<file path="src/rtl/mod_mult_seq.sv">
// Bit-serial multiplier: plain A*B or interleaved shift-add-reduce A*B mod N,
// scanning A MSB-first, one bit per clock, with a start/busy/done handshake.
//
// state  | meaning
// IDLE   | waiting for a request
// RUN    | one iteration per clock over the bits of A
// DONE   | one-cycle completion strobe, result valid
module mod_mult_seq #(
    parameter int WIDTH = 8
) (
    input  logic                 clk,
    input  logic                 rst_n,
    input  logic                 start,
    input  logic                 mode,
    input  logic [WIDTH-1:0]     A,
    input  logic [WIDTH-1:0]     B,
    input  logic [WIDTH-1:0]     N,
    output logic                 busy,
    output logic                 done,
    output logic                 err,
    output logic [2*WIDTH-1:0]   result
);

    localparam int CW = $clog2(WIDTH);

    typedef enum logic [1:0] {S_IDLE, S_RUN, S_DONE} state_t;

    state_t             state, state_nxt;
    logic               mode_r;
    logic [WIDTH-1:0]   a_sh, b_r, n_r;
    logic [2*WIDTH-1:0] acc, acc_nxt;
    logic [CW-1:0]      cnt;

    logic               illegal;
    logic               last;
    logic [WIDTH-1:0]   addend;
    logic [WIDTH+1:0]   t, n1, n2, r_nxt;

    assign illegal = mode && ((N == '0) || (B >= N));
    assign last    = (cnt == '0);

    always_comb begin
        state_nxt = state;
        case (state)
            S_IDLE, S_DONE: begin
                if (start) state_nxt = illegal ? S_DONE : S_RUN;
                else       state_nxt = S_IDLE;
            end
            S_RUN:   if (last) state_nxt = S_DONE;
            default: state_nxt = S_IDLE;
        endcase
    end

    // Modular step: R < N keeps T = 2R + B' below 3N, so at most two
    // subtractions of N (tried as 2N first, then N) bring it back under N.
    always_comb begin
        addend  = a_sh[WIDTH-1] ? b_r : '0;
        t       = {1'b0, acc[WIDTH-1:0], 1'b0} + {2'b00, addend};
        n1      = {2'b00, n_r};
        n2      = {1'b0, n_r, 1'b0};
        r_nxt   = t;
        if (t >= n2)      r_nxt = t - n2;
        else if (t >= n1) r_nxt = t - n1;
        acc_nxt = {acc[2*WIDTH-2:0], 1'b0} + {{WIDTH{1'b0}}, addend};
        if (mode_r) acc_nxt = {{WIDTH{1'b0}}, r_nxt[WIDTH-1:0]};
    end

    always_ff @(posedge clk or negedge rst_n) begin
        if (!rst_n) begin
            state  <= S_IDLE;
            mode_r <= 1'b0;
            a_sh   <= '0;
            b_r    <= '0;
            n_r    <= '0;
            acc    <= '0;
            cnt    <= '0;
            busy   <= 1'b0;
            done   <= 1'b0;
            err    <= 1'b0;
            result <= '0;
        end else begin
            state <= state_nxt;
            done  <= 1'b0;
            err   <= 1'b0;
            case (state)
                S_IDLE, S_DONE: begin
                    if (start) begin
                        mode_r <= mode;
                        a_sh   <= A;
                        b_r    <= B;
                        n_r    <= N;
                        acc    <= '0;
                        cnt    <= CW'(WIDTH - 1);
                        if (illegal) begin
                            done   <= 1'b1;
                            err    <= 1'b1;
                            result <= '0;
                        end else begin
                            busy <= 1'b1;
                        end
                    end
                end
                S_RUN: begin
                    a_sh <= {a_sh[WIDTH-2:0], 1'b0};
                    acc  <= acc_nxt;
                    if (last) begin
                        busy   <= 1'b0;
                        done   <= 1'b1;
                        result <= acc_nxt;
                    end else begin
                        cnt <= cnt - CW'(1);
                    end
                end
                default: ;
            endcase
        end
    end

endmodule

</file>
<file path="config.mk">
export PLATFORM = sky130hd
export DESIGN_NAME = mod_mult_seq
export DESIGN_NICKNAME = d
export VERILOG_FILES = /design/src/rtl/mod_mult_seq.sv
export SDC_FILE = /design/constraint.sdc
export NUM_CORES = 1
export LEC_CHECK = 0
export ABC_AREA = 1
export BUFFER_PORTS_ARGS = -buffer_cell sky130_fd_sc_hd__buf_2
export CAP_MARGIN = 20
export CORE_ASPECT_RATIO = 1.25
export CORE_MARGIN = 4
export CORE_UTILIZATION = 54
export CTS_CLUSTER_SIZE = 10
export DETAILED_ROUTE_END_ITERATION = 10
export PLACE_DENSITY = 0.88
export SETUP_SLACK_MARGIN = 0.2
export SYNTH_ARGS = -nofsm -noshare
export SYNTH_HDL_FRONTEND = slang
export SYNTH_SLANG_ARGS = --single-unit
</file>
<file path="constraint.sdc">
create_clock -name clk -period 2.9 [get_ports clk]
set_input_delay 0.58 -clock clk [delete_from_list [all_inputs] [get_ports clk]]
set_output_delay 0.58 -clock clk [all_outputs]
set_load 0.005 [all_outputs]
</file>
# Yosys cells after proc, flatten, opt, wreduce, memory -nomap -nowiden
# Index checks and enable logic that the tools add are counted.
# word_totals
word_cells,66
in_bits,28
regBits,64
# classes
n_lt_le_gt_ge,3
add_sub_neg,5
n_eq_ne,7
reduce_logical,12
muxes,28
# op_table
op,count
$mux 16,4
$mux 8,4
$pmux 16 s2,1
$pmux 15 s2,1
$add 16x8->16,1
$pmux 8 s2,1
$sub 8x8->8,2
$mux 15,1
$add 9x8->10,1
$ge 10x8->1,1
$ge 10x9->1,1
$ne 2x2->1 const B,5
$ge 8x8->1,1
$logic_not 8->1,1
$reduce_and 4->1,2
$mux 1,7
$mux 2,3
$mux 3,2
$pmux 3 s2,1
$pmux 1 s2,2
$pmux 2 s2,1
$reduce_and 2->1,2
$logic_not 3->1,1
$reduce_and 3->1,1
8 further kinds,8

# Depth between registers and ports, before layout
# logic_depth
ltp_word,8
ltp_mapped,25

# Worst setup path after synthesis
# No wires, ideal clock.
# synth_timing
kind,reg2reg
from,reg a_sh[7]
to,reg result[7]
n_path_buf,1
path_stages_with_launch,22
period_less_slack_ps,3035
required_time_ps,2783
t_arrival_ps,2919
setup_slack_ps,-135
cell_sequence,dfrtp_1 > buf_4 > nand2_1 > inv_1 > ha_1 > inv_1 > fa_1 > inv_1 > nand3_1 > nand2_2 > xor2_1 > ha_1 > a21oi_1 > nand2_1 > o21bai_1 > nand2_2 > a21boi_4 > nand3_1 > nand3_1 > nand2_1 > nand2_1 > nand2_1
# synth_between
elab_chain_cells,8
word_cells_on_any_way,12
# synth_rtl
item,line,rtl
"start, declared",30,"logic [WIDTH-1:0] a_sh, b_r, n_r;"
"start signal, assigned",104,"a_sh <= {a_sh[WIDTH-2:0], 1'b0};"
$mux 8 *,57,addend = a_sh[WIDTH-1] ? b_r : '0;
$add 9x8->10,58,"t = {1'b0, acc[WIDTH-1:0], 1'b0} + {2'b00, addend};"
$sub 8x8->8 / $ge 10x8->1 (equally long branches),63,else if (t >= n1) r_nxt = t - n1;
$mux 8,63,
$mux 8,62,if (t >= n2) r_nxt = t - n2;
$mux 16 *,65,"if (mode_r) acc_nxt = {{WIDTH{1'b0}}, r_nxt[WIDTH-1:0]};"
$mux 16 *,106,if (last) begin
$pmux 16 s2 *,85,case (state)
"end signal, assigned",109,result <= acc_nxt;
"end, declared",21,output logic [2*WIDTH-1:0] result
# Mark *: on every way between the ends. The rest lies on a longest branch, timed or not. The select of a mux whose other input is x is not followed.
# A chain may end at the register's enable or synchronous reset.

# Worst setup path in the final report
# layout_timing
from,reg a_sh[7]
to,reg result[0]
# Same word-level chain as after synthesis.

==> metrics.txt <==
status finished, violations left; failing checks negative setup slack; Top cell by count, worst path nand2_1; diode count 0; FF-to-FF End result[0]; DRT iter0 DRCs 340; post-synthesis area per instance 7.49 um2; final core occ 70.3%; H-Tree Level Count 3; Netlist cell types 37; Initial Util 55.1%; Clock Path Buffers 2; worst r2r path cells 21; register area 1600 um2; Ports 47; die area 9410 um2; Final HPWL DP 8560 um; number of clock sinks 64; Die Ht 107 um; fin crit period 3320 ps; post-synthesis adder-cell area fraction 11.1%; Post-Synth XOR/XNOR Area 2.26%; clk_lat worst skew 350 ps; CTS tree yes; setup ws final -419 ps; pin count of the biggest net entering global routing 65; Yosys top cell area share 37.5%; Hold/Removal Path Class in2async; CP Capture Type flop; WS Path Type reg2reg; core footprint 7750 um2; initial antenna violation count 0; Root Buffer Master clkbuf_8; mux contribution to synthesized area 0%; nets@finish 738; GPL Wtd Cong 0.986; synthesized flop and latch total 64; endpoints failing hold 0; RSZ-0062 raised after global routing yes; # port buffers 46; Crit path max-delay family simple AND/OR/NAND/NOR gates; first-pass GRT wire length 19100 um; Final ANT Viol Nets 0; max-slew violations 0; R2R setup slack -420 ps; First-pass DRT Iterations 7; cell count along the critical path 21; Commonest cells post-synth nand2_1, inv_1, dfrtp_1; post-synthesis instance area 4270 um2; DRT Wirelength 12000 um; Final Setup Violations 16; count leader, synth nand2_1; Compound-Gate Fraction of Synth Area 9.99%; Crit path arrival time 3560 ps; max_slew headroom 47.5%; Synthesized Nets 634; wire per inst 15.4 um; CTS Buf Count 9; Overflow after GRT 0; Max Cap Viol 0; CP Buf/Inv Count 4; layout cells sized above 1 27.1%; Simple-Gate Fraction of Synth Area 30.1%; Via-to-Cell Ratio 5.51; Site Rows 36; main combinational cell family by area after synthesis simple AND/OR/NAND/NOR gates; crit-path max cell delay 400 ps; Syn. warnings 0; slew at the pin closest to its max-slew limit 788 ps; predominant post-synthesis flop cell dfrtp_1; # DRC 0; largest area contributor in the netlist dfrtp_1; Seq/Total Area, Yosys 37.5%; Final Cycle Share 114%; worst-path cell chain nand2_1, inv_1, ha_2, inv_2, fa_2, inv_2, nand3_2, nand2_4, xor2_4, ha_4, nand2_4, nor2_2, nand2_1, nand2_2, o21bai_1, nand2_2, a21boi_4, buf_4, nand4_1, nand4_1, nand2_1; # fillers 553; critical path's slowest cell dfrtp_1; startpoint types flop; EDFF count, synth 0; clk_skew 12.4 ps; P&R area growth vs syn 27.5%; area of the multi-input gates 2500 um2; GRT Overall Usage 26.2%; RR Startpoint a_sh[7]; Vias 4264; die width 87.6 um; clock-pin slew on the worst setup and hold paths 90 ps; synth top area cells dfrtp_1, nand2_1, ha_1; post-synthesis cell count 570; CP Max Fanout 8; vias in the first global route 4202; Worst EP required 3140 ps; FMAX 0.301 GHz; asr flop ratio synth 100%
## layout by cell type (no fill, tap or decap), types with 2 or more instances in the layout
master / instances
a21boi_4: 2
a21oi_1: 14
a21oi_2: 3
a22oi_1: 2
buf_2: 46
buf_4: 57
bufinv_16: 2
clkbuf_8: 9
clkinv_4: 2
dfrtp_1: 64
fa_1: 2
ha_1: 27
ha_4: 5
inv_1: 84
inv_2: 6
inv_6: 2
nand2_1: 179
nand2_2: 16
nand2_4: 7
nand3_1: 28
nand3_2: 11
nand3_4: 2
nand4_1: 16
nor2_1: 21
nor2_2: 3
nor2_4: 2
nor4_1: 2
o211ai_1: 3
o21a_1: 3
o21ai_0: 22
o21ai_1: 8
o21ai_2: 2
o21bai_1: 2
o221ai_1: 6
xnor2_1: 4
xor2_1: 5
## cells by family after synthesis
family | after synthesis
fa+ha+maj | 36
xor+xnor | 11
compound gates | 69
buf+inv | 101
simple gates | 289
flops | 64
## worst max path at each step
stage | from | end | slack (ps)
2_1_floorplan | a_sh[7] | result[7] | -3
3_3_place_gp | a_sh[7] | result[3] | -230
3_5_place_dp | a_sh[7] | result[6] | -360
4_1_cts | a_sh[7] | result[6] | -240
5_1_grt | a_sh[7] | result[7] | -570
6_report | a_sh[7] | result[0] | -420
## metal layers
metal  track usage (%)  wire length [um]  up-vias
li1                  -                 -     2039
met4              15.0               565        0
met1              29.9              4460     1998
met5                 0                 0        -
met2              46.2              6260      180
met3              3.22               667       47
## sequential cells by signal, indices dropped and copies added, names as in the netlist
name / flops
err: 1
a_sh: 8
done: 1
result: 16
n_r: 8
b_r: 8
acc: 15
busy: 1
mode_r: 1
state: 2
cnt: 3
## area by class of cell
cell class	instances	area share, %
multi-input combinational	406	46.0
clock inverter	7	1.88
timing repair buffer	103	12.1
clock buffer	9	2.27
sequential	64	29.4
inverter	90	6.20
tap	95	2.18
## worst reg2reg max path: stages, from the launching register on
cell      delay (ps)
dfrtp_1          400
nand2_1           70
inv_1             60
ha_2             170
inv_2             40
fa_2             360
inv_2             80
nand3_2           80
nand2_4          110
xor2_4           230
ha_4             260
nand2_4           70
nor2_2            50
nand2_1           90
nand2_2           70
o21bai_1         170
nand2_2          100
a21boi_4         290
buf_4            170
nand4_1          160
nand4_1          130
nand2_1           50
## stage by stage
stage	hold slack, ps	worst slack (ps)	instance area (um2)	setup TNS (ps)	cells
6_report	371	-419	5450	-4910	774
5_1_grt	450	-574	5450	-7520	774
4_1_cts	419	-236	5360	-2800	770
3_5_place_dp	460	-364	4990	-3960	746
3_3_place_gp	459	-233	4990	-2310	746
2_1_floorplan	284	-3.34	4350	-3.34	570
## repair_timing
item                       CTS  global route
setup endpoints to repair   16            16
pin swaps                   20             9
hold buffers                 0             0
gates cloned                 1             0
setup buffers                7             4
gates resized for setup     16            12
Power is not shown: default switching activity piles up to over one toggle a cycle in this logic, so the estimate is an artifact.
